### src/rtl/bank_accounter.sv
`default_nettype none
// ---------------------------------------------------------------------------
// bank_accounter : per-address record of which write bank last wrote it,
//                  plus optional multi-writer collision flag. Rev 1.0
// ---------------------------------------------------------------------------
module bank_accounter #(
  parameter  int ADDR_WIDTH      = 3,
  parameter  int NB_WRAGENT      = 2,
  parameter  int NB_RDAGENT      = 2,
  parameter  int WRITE_COLLISION = 1,
  localparam int BANK_W          = (NB_WRAGENT == 1) ? 1 : $clog2(NB_WRAGENT),
  localparam int SELECT_WIDTH    = BANK_W + WRITE_COLLISION
) (
  input  logic                               aclk,
  input  logic                               aresetn,
  input  logic [NB_WRAGENT-1:0]              m_wren,
  input  logic [NB_WRAGENT*ADDR_WIDTH-1:0]   m_wraddr,
  input  logic [NB_RDAGENT-1:0]              m_rden,
  input  logic [NB_RDAGENT*ADDR_WIDTH-1:0]   m_rdaddr,
  output logic [NB_RDAGENT*SELECT_WIDTH-1:0] bank_select,
  output logic [NB_WRAGENT-1:0]              m_wrcollision
);

  localparam int DEPTH = 2**ADDR_WIDTH;

  logic [SELECT_WIDTH-1:0] entries   [DEPTH];
  logic [SELECT_WIDTH-1:0] new_entry [DEPTH];
  logic [BANK_W-1:0]       hi_bank   [DEPTH];
  logic [DEPTH-1:0]        hit;
  logic [DEPTH-1:0]        multi;
  logic [NB_WRAGENT-1:0]   coll_d;
  logic [NB_WRAGENT-1:0]   coll_q;

  // The read side registers bank_select itself; the enable is not needed here.
  logic unused_rden;
  assign unused_rden = ^m_rden;

  // Ascending agent scan leaves the highest writing agent in hi_bank.
  always_comb begin
    hit    = '0;
    multi  = '0;
    coll_d = '0;
    for (int a = 0; a < DEPTH; a++) begin
      hi_bank[a] = '0;
      for (int i = 0; i < NB_WRAGENT; i++) begin
        if (m_wren[i] && (m_wraddr[i*ADDR_WIDTH +: ADDR_WIDTH] == ADDR_WIDTH'(a))) begin
          multi[a]   = multi[a] | hit[a];
          hit[a]     = 1'b1;
          hi_bank[a] = BANK_W'(i);
        end
      end
    end
    for (int i = 0; i < NB_WRAGENT; i++) begin
      for (int j = 0; j < NB_WRAGENT; j++) begin
        if ((i != j) && m_wren[i] && m_wren[j] &&
            (m_wraddr[i*ADDR_WIDTH +: ADDR_WIDTH] == m_wraddr[j*ADDR_WIDTH +: ADDR_WIDTH]))
          coll_d[i] = 1'b1;
      end
    end
  end

  generate
    if (WRITE_COLLISION != 0) begin : g_flag
      for (genvar a = 0; a < DEPTH; a++) begin : g_entry
        assign new_entry[a] = {multi[a], hi_bank[a]};
      end
      assign m_wrcollision = coll_q;
    end else begin : g_noflag
      for (genvar a = 0; a < DEPTH; a++) begin : g_entry
        assign new_entry[a] = hi_bank[a];
      end
      assign m_wrcollision = '0;
      logic unused_coll;
      assign unused_coll = ^{multi, coll_q};
    end
  endgenerate

  always_ff @(posedge aclk or negedge aresetn) begin
    if (!aresetn) begin
      for (int a = 0; a < DEPTH; a++) entries[a] <= '0;
      coll_q <= '0;
    end else begin
      for (int a = 0; a < DEPTH; a++) begin
        if (hit[a]) entries[a] <= new_entry[a];
      end
      coll_q <= coll_d;
    end
  end

  // Read-first: combinational lookup of the pre-edge table contents.
  generate
    for (genvar j = 0; j < NB_RDAGENT; j++) begin : g_rd
      assign bank_select[j*SELECT_WIDTH +: SELECT_WIDTH] =
        aresetn ? entries[m_rdaddr[j*ADDR_WIDTH +: ADDR_WIDTH]] : '0;
    end
  endgenerate

endmodule
`default_nettype wire

### config.mk
export PLATFORM = sky130hd
export DESIGN_NAME = bank_accounter
export DESIGN_NICKNAME = d
export VERILOG_FILES = /design/src/rtl/bank_accounter.sv
export SDC_FILE = /design/constraint.sdc
export NUM_CORES = 1
export LEC_CHECK = 0
export ABC_AREA = 1
export CAP_MARGIN = 20
export CELL_PAD_IN_SITES_DETAIL_PLACEMENT = 0
export CELL_PAD_IN_SITES_GLOBAL_PLACEMENT = 2
export CORE_MARGIN = 4
export CORE_UTILIZATION = 26
export DETAILED_ROUTE_END_ITERATION = 12
export GPL_ROUTABILITY_DRIVEN = 0
export GPL_TIMING_DRIVEN = 0
export PLACE_DENSITY = 0.88
export SYNTH_ARGS = -nofsm -noshare
export SYNTH_HDL_FRONTEND = slang
export SYNTH_SLANG_ARGS = --single-unit
### constraint.sdc
create_clock -name aclk -period 1 [get_ports aclk]
set_input_delay 0.15 -clock aclk [delete_from_list [all_inputs] [get_ports aclk]]
set_output_delay 0.15 -clock aclk [all_outputs]
set_load 0.01 [all_outputs]
==> results of run 1 <==
==> power by group through the flow <==
stage          logic [mW]  clock network [mW]  registers, mW
2_1_floorplan       0.299                   0          0.805
3_3_place_gp        0.489                   0          0.816
3_5_place_dp        0.488                   0          0.823
4_1_cts             0.518               0.521          0.816
5_1_grt             0.619               0.564          0.827
6_report            0.542               0.506          0.819
==> path summary, 6_finish.rpt <==
kind,endpoint
hold / removal,entries[1]$_DFFE_PN0P_
setup / recovery,bank_select[3]
setup reg to reg,entries[11]$_DFFE_PN0P_
max in group asynchronous,entries[14]$_DFFE_PN0P_
hold reg to reg,entries[12]$_DFFE_PN0P_
min in group aclk,m_wrcollision[0]$_DFF_PN0_
==> per-stage QoR <==
step | setup slack [ps] | TNS [ps] | util (%) | total power, mW
2_1_floorplan | 91.5 | 0 | - | 1.10
3_3_place_gp | -1220 | -14200 | 32.6 | 1.31
3_5_place_dp | -1250 | -15070 | 32.6 | 1.31
4_1_cts | -347 | -1330 | 34.5 | 1.86
5_1_grt | -456 | -1700 | 35.8 | 2.01
6_report | -355 | -1320 | 35.8 | 1.87
==> worst max-delay path, stage by stage (launching register included) <==
cell	delay [ps]
dfrtp_1	370
inv_2	50
nand2_1	60
nand3_1	90
nand3_2	90
nand2_1	50
nor2_1	110
buf_2	140
==> flip-flops by register name, summed over array words and instances (netlist names) <==
register	cells
m_wrcollision	1
entries	16
==> layout make-up <==
type / count / share of cell area [%]
Sequential cell: 17 / 27.3
Tap cell: 52 / 4.17
Inverter: 31 / 7.95
Timing Repair Buffer: 31 / 16.2
Clock buffer: 4 / 2.89
Buffer: 2 / 1.44
Multi-Input combinational cell: 138 / 40.0
==> cells in the mapped netlist (2+ instances only) <==
cell,count
nand3_1,28
inv_2,2
nand2_1,80
nor2_1,15
buf_6,2
nor2_2,2
inv_1,27
o21ai_1,8
dfrtp_1,17
nand2_2,2
==> per-layer routing <==
| metal | vias up | part of all wire [%] |
|---|---|---|
| met5 | - | 0 |
| met4 | 0 | 1.1 |
| met3 | 4 | 4.6 |
| met2 | 20 | 47 |
| met1 | 541 | 48 |
| li1 | 648 | - |
==> kinds of logic after synthesis <==
group	count (synthesis)
flip-flops	17
AND/OR/NAND/NOR	129
AO/OA/AOI/OAI	9
buffers and inverters	34
==> timing repair <==
| item | CTS | global route |
|---|---|---|
| gates cloned | 0 | 0 |
| buffers inserted | 7 | 5 |
| hold endpoints to repair | 17 | 0 |
| endpoints found under the setup margin | 29 | 15 |
| pin swaps | 6 | 11 |
| resized for setup | 49 | 18 |
==> qor.csv, run 1 <==
stage;metric;value;unit
worst_setup_path;ff2ff_setup_slack;230;ps
synthesis;yosysTopAreaCell;dfrtp_1;
timing;worst_slack;-355;ps
floorplan;die_y;75.0;um
detailed_routing;ant_nets;0;
grt;overflow;0;
power_and_ir_drop;p_leak;0.876;nW
synthesis;synth-simple-area-share;46.5;%
clock_network;clockRootBuffer;clkbuf_8;
synthesis;synth_top_family_by_area;simple AND/OR/NAND/NOR gates;
layout;n_antenna_cell;0;
synthesis;synth_edf_count;0;
timing;rsz0062_at_grt;true;
synthesis;ys_ff_latch;17;
clock_network;cts.sinks;17;
synthesis;ys_seq_area_share;36.5;%
synthesis;yosysTopAreaCellShare;36.5;%
detailed_routing;wire_per_inst;11.2;um
worst_setup_path;cp.arrival;1200;ps
floorplan;die_w;75.0;um
grt;grt_usage;12.0;%
clock_network;clockBufferDepth;2;
synthesis;ys.flop_type;dfrtp_1;
worst_setup_path;start_kind;register;
grt;use_met2;18.8;%
grt;grt_util_met1;16.0;%
timing;fin_skew;0;ps
synthesis;syn_avg_cell_area;6.17;um2
grt;antenna_found_initial;0;
floorplan;die-area;5620;um2
detailed_routing;wirelength;3090;um
power_and_ir_drop;vdd_drop_max;0.510;mV
timing;tightest_slew;532;ps
power_and_ir_drop;netSwitchingPower;0.591;mW
timing;holdWs;-36.0;ps
worst_setup_path;r2r_cells;3;
layout;layout_commonest_cell;nand2_1;
clock_network;clock_latency;250;ps
worst_setup_path;cp-startpoint;entries[7]$_DFFE_PN0P_;
grt;grt_max_degree;22;
synthesis;netlist_top_cells_area;dfrtp_1, nand2_1, nand3_1;
floorplan;num_rows;24;
power_and_ir_drop;clockPowerShare;27.1;%
clock_network;cts_max_level;1;
detailed_routing;vias_per_cell;4.41;
synthesis;synth_compound_area_share;3.86;%
floorplan;core_area;4350;um2
layout;fillCellCount;485;
layout;multi_input_area;624;um2
power_and_ir_drop;internal_power;1.28;mW
placed_design;place_inst;260;
timing;setup_viol;4;
placed_design;dp_hpwl;2420;um
clock_network;path_clk_slew;60;ps
worst_setup_path;crit_fanout;2;
grt;grt_pass1_vias;1113;
timing;hold_viol;17;
grt;grt_busiest_layer;met2;
floorplan;pin_count;24;
synthesis;synth_fa_ha_area_share;0;%
worst_setup_path;endpoint_kind;output pin;
min_path;min_path_type;input port to async pin;
timing;drv_slew;0;
synthesis;synth.net_count;207;
layout;fin_nets;242;
clock_network;cts_tree;yes;
status;violations;hold timing, setup timing;
floorplan;start_util;26.8;%
timing;fin_crit_sh;135;%
grt;grt_pass1_wl;5030;um
synthesis;synth.distinct_cells;16;
timing;min_period;1350;ps
detailed_routing;vias;1213;
power_and_ir_drop;powerDensity;1200;nW/um2
detailed_routing;first_pass_iters;4;
clock_network;cts_buffers;3;
power_and_ir_drop;p_seq_share;43.9;%
synthesis;synth-xor-area-share;0;%
power_and_ir_drop;swShare;31.6;%
synthesis;muxShareOfSynthArea;0;%
worst_setup_path;r2r_start;entries[11]$_DFFE_PN0P_;
layout;layout.cells.non_filler;275;
placed_design;place_area;1420;um2
layout;area.growth.synth_to_final;33.7;%
worst_setup_path;critPathRequiredTime;850;ps
timing;clock.fmax;738;MHz
status;status;finished with violations;
synthesis;synth_area;1170;um2
synthesis;ys_async_sr_fraction;100;%
detailed_routing;drc;0;
flow_run;max_cap_viol_count;0;
layout;final_cell_mix;nand2_1, nand3_1, inv_2;
synthesis;syn_inst;189;
synthesis;yosys_warnings;0;
worst_setup_path;path_class;register to output pin;
layout;regArea;425;um2
detailed_routing;drt_iter0_markers;105;
layout;design_area;1560;um2
power_and_ir_drop;power_frac_comb;29.0;%
layout;drive_gt1_share;26.9;%
placed_design;port_buffers;19;
grt;grt_util_met3;3.07;%
timing;slew_headroom;64.5;%
Power figures use the tool's default switching activity.
==> run 2: changes to the inputs <==
SLEW_MARGIN = 20   (was default)
==> results of run 2 <==
No change in the layout: final DEF, timing and power equal those of run 1.
==> run 3: changes to the inputs <==
CORE_UTILIZATION = 32   (was 26)
DONT_BUFFER_PORTS = 1   (was default)
PLACE_DENSITY = default   (was 0.88)
PLACE_DENSITY_LB_ADDON = 0.1   (was default)
==> qor.csv, run 3 (same netlist as run 1, synthesis figures left out) <==
stage;metric;value;unit;change
floorplan;die-area;4670;um2;-17%
detailed_routing;wirelength;3170;um;+2.6%
power_and_ir_drop;p_seq_share;45.9;%;+2.0 points
layout;largest_reg_flops;16;;unchanged
layout;layout.cells.non_filler;258;;-6.2%
grt;grt_pass1_wl;5290;um;+5.2%
flow_run;max_cap_viol_count;0;;unchanged
detailed_routing;wire_per_inst;12.3;um;+9.4%
placed_design;place_inst;235;;-9.6%
timing;finalSetupTns;-1180;ps;+137 ps
clock_network;cts_buffers;3;;unchanged
layout;fillCellCount;388;;-20%
min_path;min_path_type;input port to async pin;;
worst_setup_path;r2r_start;entries[15]$_DFFE_PN0P_;;
grt;grt_pass1_vias;1169;;+5.0%
worst_setup_path;start_kind;register;;
detailed_routing;met2_length;1590;um;+10%
placed_design;port_buffers;0;;-19
power_and_ir_drop;power_frac_comb;32.8;%;+3.8 points
status;status;finished with violations;;
timing;clock.fmax;770;MHz;+4.4%
timing;worst_slack;-298;ps;+56.7 ps
power_and_ir_drop;vdd_drop_max;0.494;mV;-3.1%
timing;tightest_slew;807;ps;+275 ps
timing;fin_skew;0;ps;unchanged
worst_setup_path;ff2ff_setup_slack;110;ps;-120 ps
clock_network;cts_tree;yes;;
timing;drv_slew;0;;unchanged
clock_network;clock_latency;290;ps;+40 ps
power_and_ir_drop;netSwitchingPower;0.597;mW;+1.1%
power_and_ir_drop;powerDensity;1190;nW/um2;-0.97%
detailed_routing;vias;1209;;-0.33%
worst_setup_path;r2r_cells;4;;+1
clock_network;cts_max_level;1;;unchanged
timing;setup_viol;5;;+1
detailed_routing;first_pass_iters;4;;unchanged
layout;largest-register;entries;;
detailed_routing;ant_nets;0;;unchanged
power_and_ir_drop;swShare;33.7;%;+2.0 points
detailed_routing;vias_per_cell;4.69;;+6.2%
grt;overflow;0;;unchanged
floorplan;die_w;68.4;um;-8.8%
worst_setup_path;critPathRequiredTime;850;ps;about the same
floorplan;die_y;68.4;um;-8.8%
layout;fin_nets;231;;-4.5%
detailed_routing;drc;0;;unchanged
grt;grt_usage;15.4;%;+3.4 points
detailed_routing;drt_iter0_markers;68;;-35%
timing;hold_viol;0;;-17
power_and_ir_drop;clockPowerShare;21.2;%;-5.9 points
floorplan;core_area;3420;um2;-22%
grt;grt_max_degree;18;;-18%
worst_setup_path;crit_fanout;2;;unchanged
power_and_ir_drop;p_leak;0.821;nW;-6.3%
worst_setup_path;cp.arrival;1150;ps;-50 ps
grt;antenna_found_initial;0;;unchanged
detailed_routing;maxUsedRoutingLayer;met4;;
worst_setup_path;endpoint_kind;output pin;;
clock_network;path_clk_slew;100;ps;+40 ps
layout;layout_commonest_cell;nand2_1;;
floorplan;pin_count;24;;unchanged
timing;rsz0062_at_grt;true;;
detailed_routing;wl_met1;1420;um;-3.5%
clock_network;cts.sinks;17;;unchanged
layout;area.growth.synth_to_final;28.2;%;
worst_setup_path;r2r_end;entries[15]$_DFFE_PN0P_;;
placed_design;dp_hpwl;2370;um;-2.0%
power_and_ir_drop;internal_power;1.18;mW;-7.8%
timing;fin_crit_sh;130;%;-5.7 points
floorplan;start_util;34.1;%;+7.4 points
worst_setup_path;path_class;register to output pin;;
clock_network;clockRootBuffer;clkbuf_4;;
layout;final_cell_mix;nand2_1, nand3_1, buf_4;;
clock_network;clockBufferDepth;2;;unchanged
floorplan;num_rows;21;;-13%
timing;slew_headroom;46.2;%;-18 points
timing;min_period;1300;ps;-56.7 ps
layout;drive_gt1_share;34.0;%;+7.1 points
detailed_routing;wl_met3;144;um;+0.70%
status;violations;setup timing;;
layout;n_antenna_cell;0;;unchanged
run 3: changes by cell type in the layout (fill, tap and decap cells not counted), moves of 6 or more:
cell           previous run  this run
nand3_1                  25        19
nor2_1                   15         7
buf_4                    12        18
nor2_2                    0         8
dlygate4sd2_1             8         0
nand3_2                   4        10
run 3: routing by layer:
| metal | global-route usage (%) | vias up |
|---|---|---|
| li1 | - | 620 |
| met1 | 19.0 | 564 |
| met2 | 26.2 | 23 |
| met3 | 3.78 | 2 |
| met4 | 4.47 | 0 |
| met5 | 0 | - |
run 3: metrics by stage:
stage	util, %	area, um2	setup WS [ps]	hold slack, ps	total power [mW]
floorplan	-	1170	91.5	-146	1.10
global placement	35.8	1220	-8.35	-145	1.18
detailed placement	35.8	1220	-32.2	-145	1.19
CTS	39.4	1350	-314	13.7	1.66
global route	43.8	1500	-403	1.43	1.91
finish	43.8	1500	-298	5.12	1.77
run 3: critical path, cell delays in order, from the launching register on:
cell	delay (ps)
dfrtp_1	380
inv_2	40
nand2_1	70
nand3_2	80
nand3_2	70
nand2_1	60
nor2_2	160
run 3: how the worst max path moves through the flow:
stage                                 start        endpoint  slack (ps)  cells past startpoint
global placement     entries[6]$_DFFE_PN0P_  bank_select[2]          -8                      6
CTS                 entries[12]$_DFFE_PN0P_  bank_select[2]        -310                      6
finish               entries[5]$_DFFE_PN0P_  bank_select[1]        -300                      6
detailed placement   entries[6]$_DFFE_PN0P_  bank_select[2]         -30                      6
global route         entries[5]$_DFFE_PN0P_  bank_select[1]        -400                      6
floorplan            entries[0]$_DFFE_PN0P_  bank_select[0]          90                      6
run 3: cell type report:
cell class / count / area (um2) / area share [%]
plain buffers: 3 / 33.8 / 2.26
clock buffers: 3 / 22.5 / 1.51
clock inverters: 1 / 5.00 / 0.335
inverters: 31 / 124 / 8.28
multi-input cells: 138 / 679 / 45.4
flip-flops and latches: 17 / 425 / 28.5
well taps: 46 / 57.6 / 3.85
repair buffers: 19 / 148 / 9.87
run 3: timing repair:
| action | in CTS | in global routing |
|---|---|---|
| buffers inserted | 8 | 10 |
| setup endpoints to repair | 5 | 22 |
| hold buffers | 1 | 0 |
| pin swaps | 6 | 14 |
| hold endpoints to repair | 17 | 0 |
| resized for setup | 15 | 26 |
run 3: power by group through the flow:
stage	logic [mW]	clock network [mW]	registers (mW)
global route	0.660	0.430	0.819
global placement	0.366	0	0.815
CTS	0.468	0.388	0.807
finish	0.582	0.377	0.814
floorplan	0.299	0	0.805
detailed placement	0.370	0	0.818
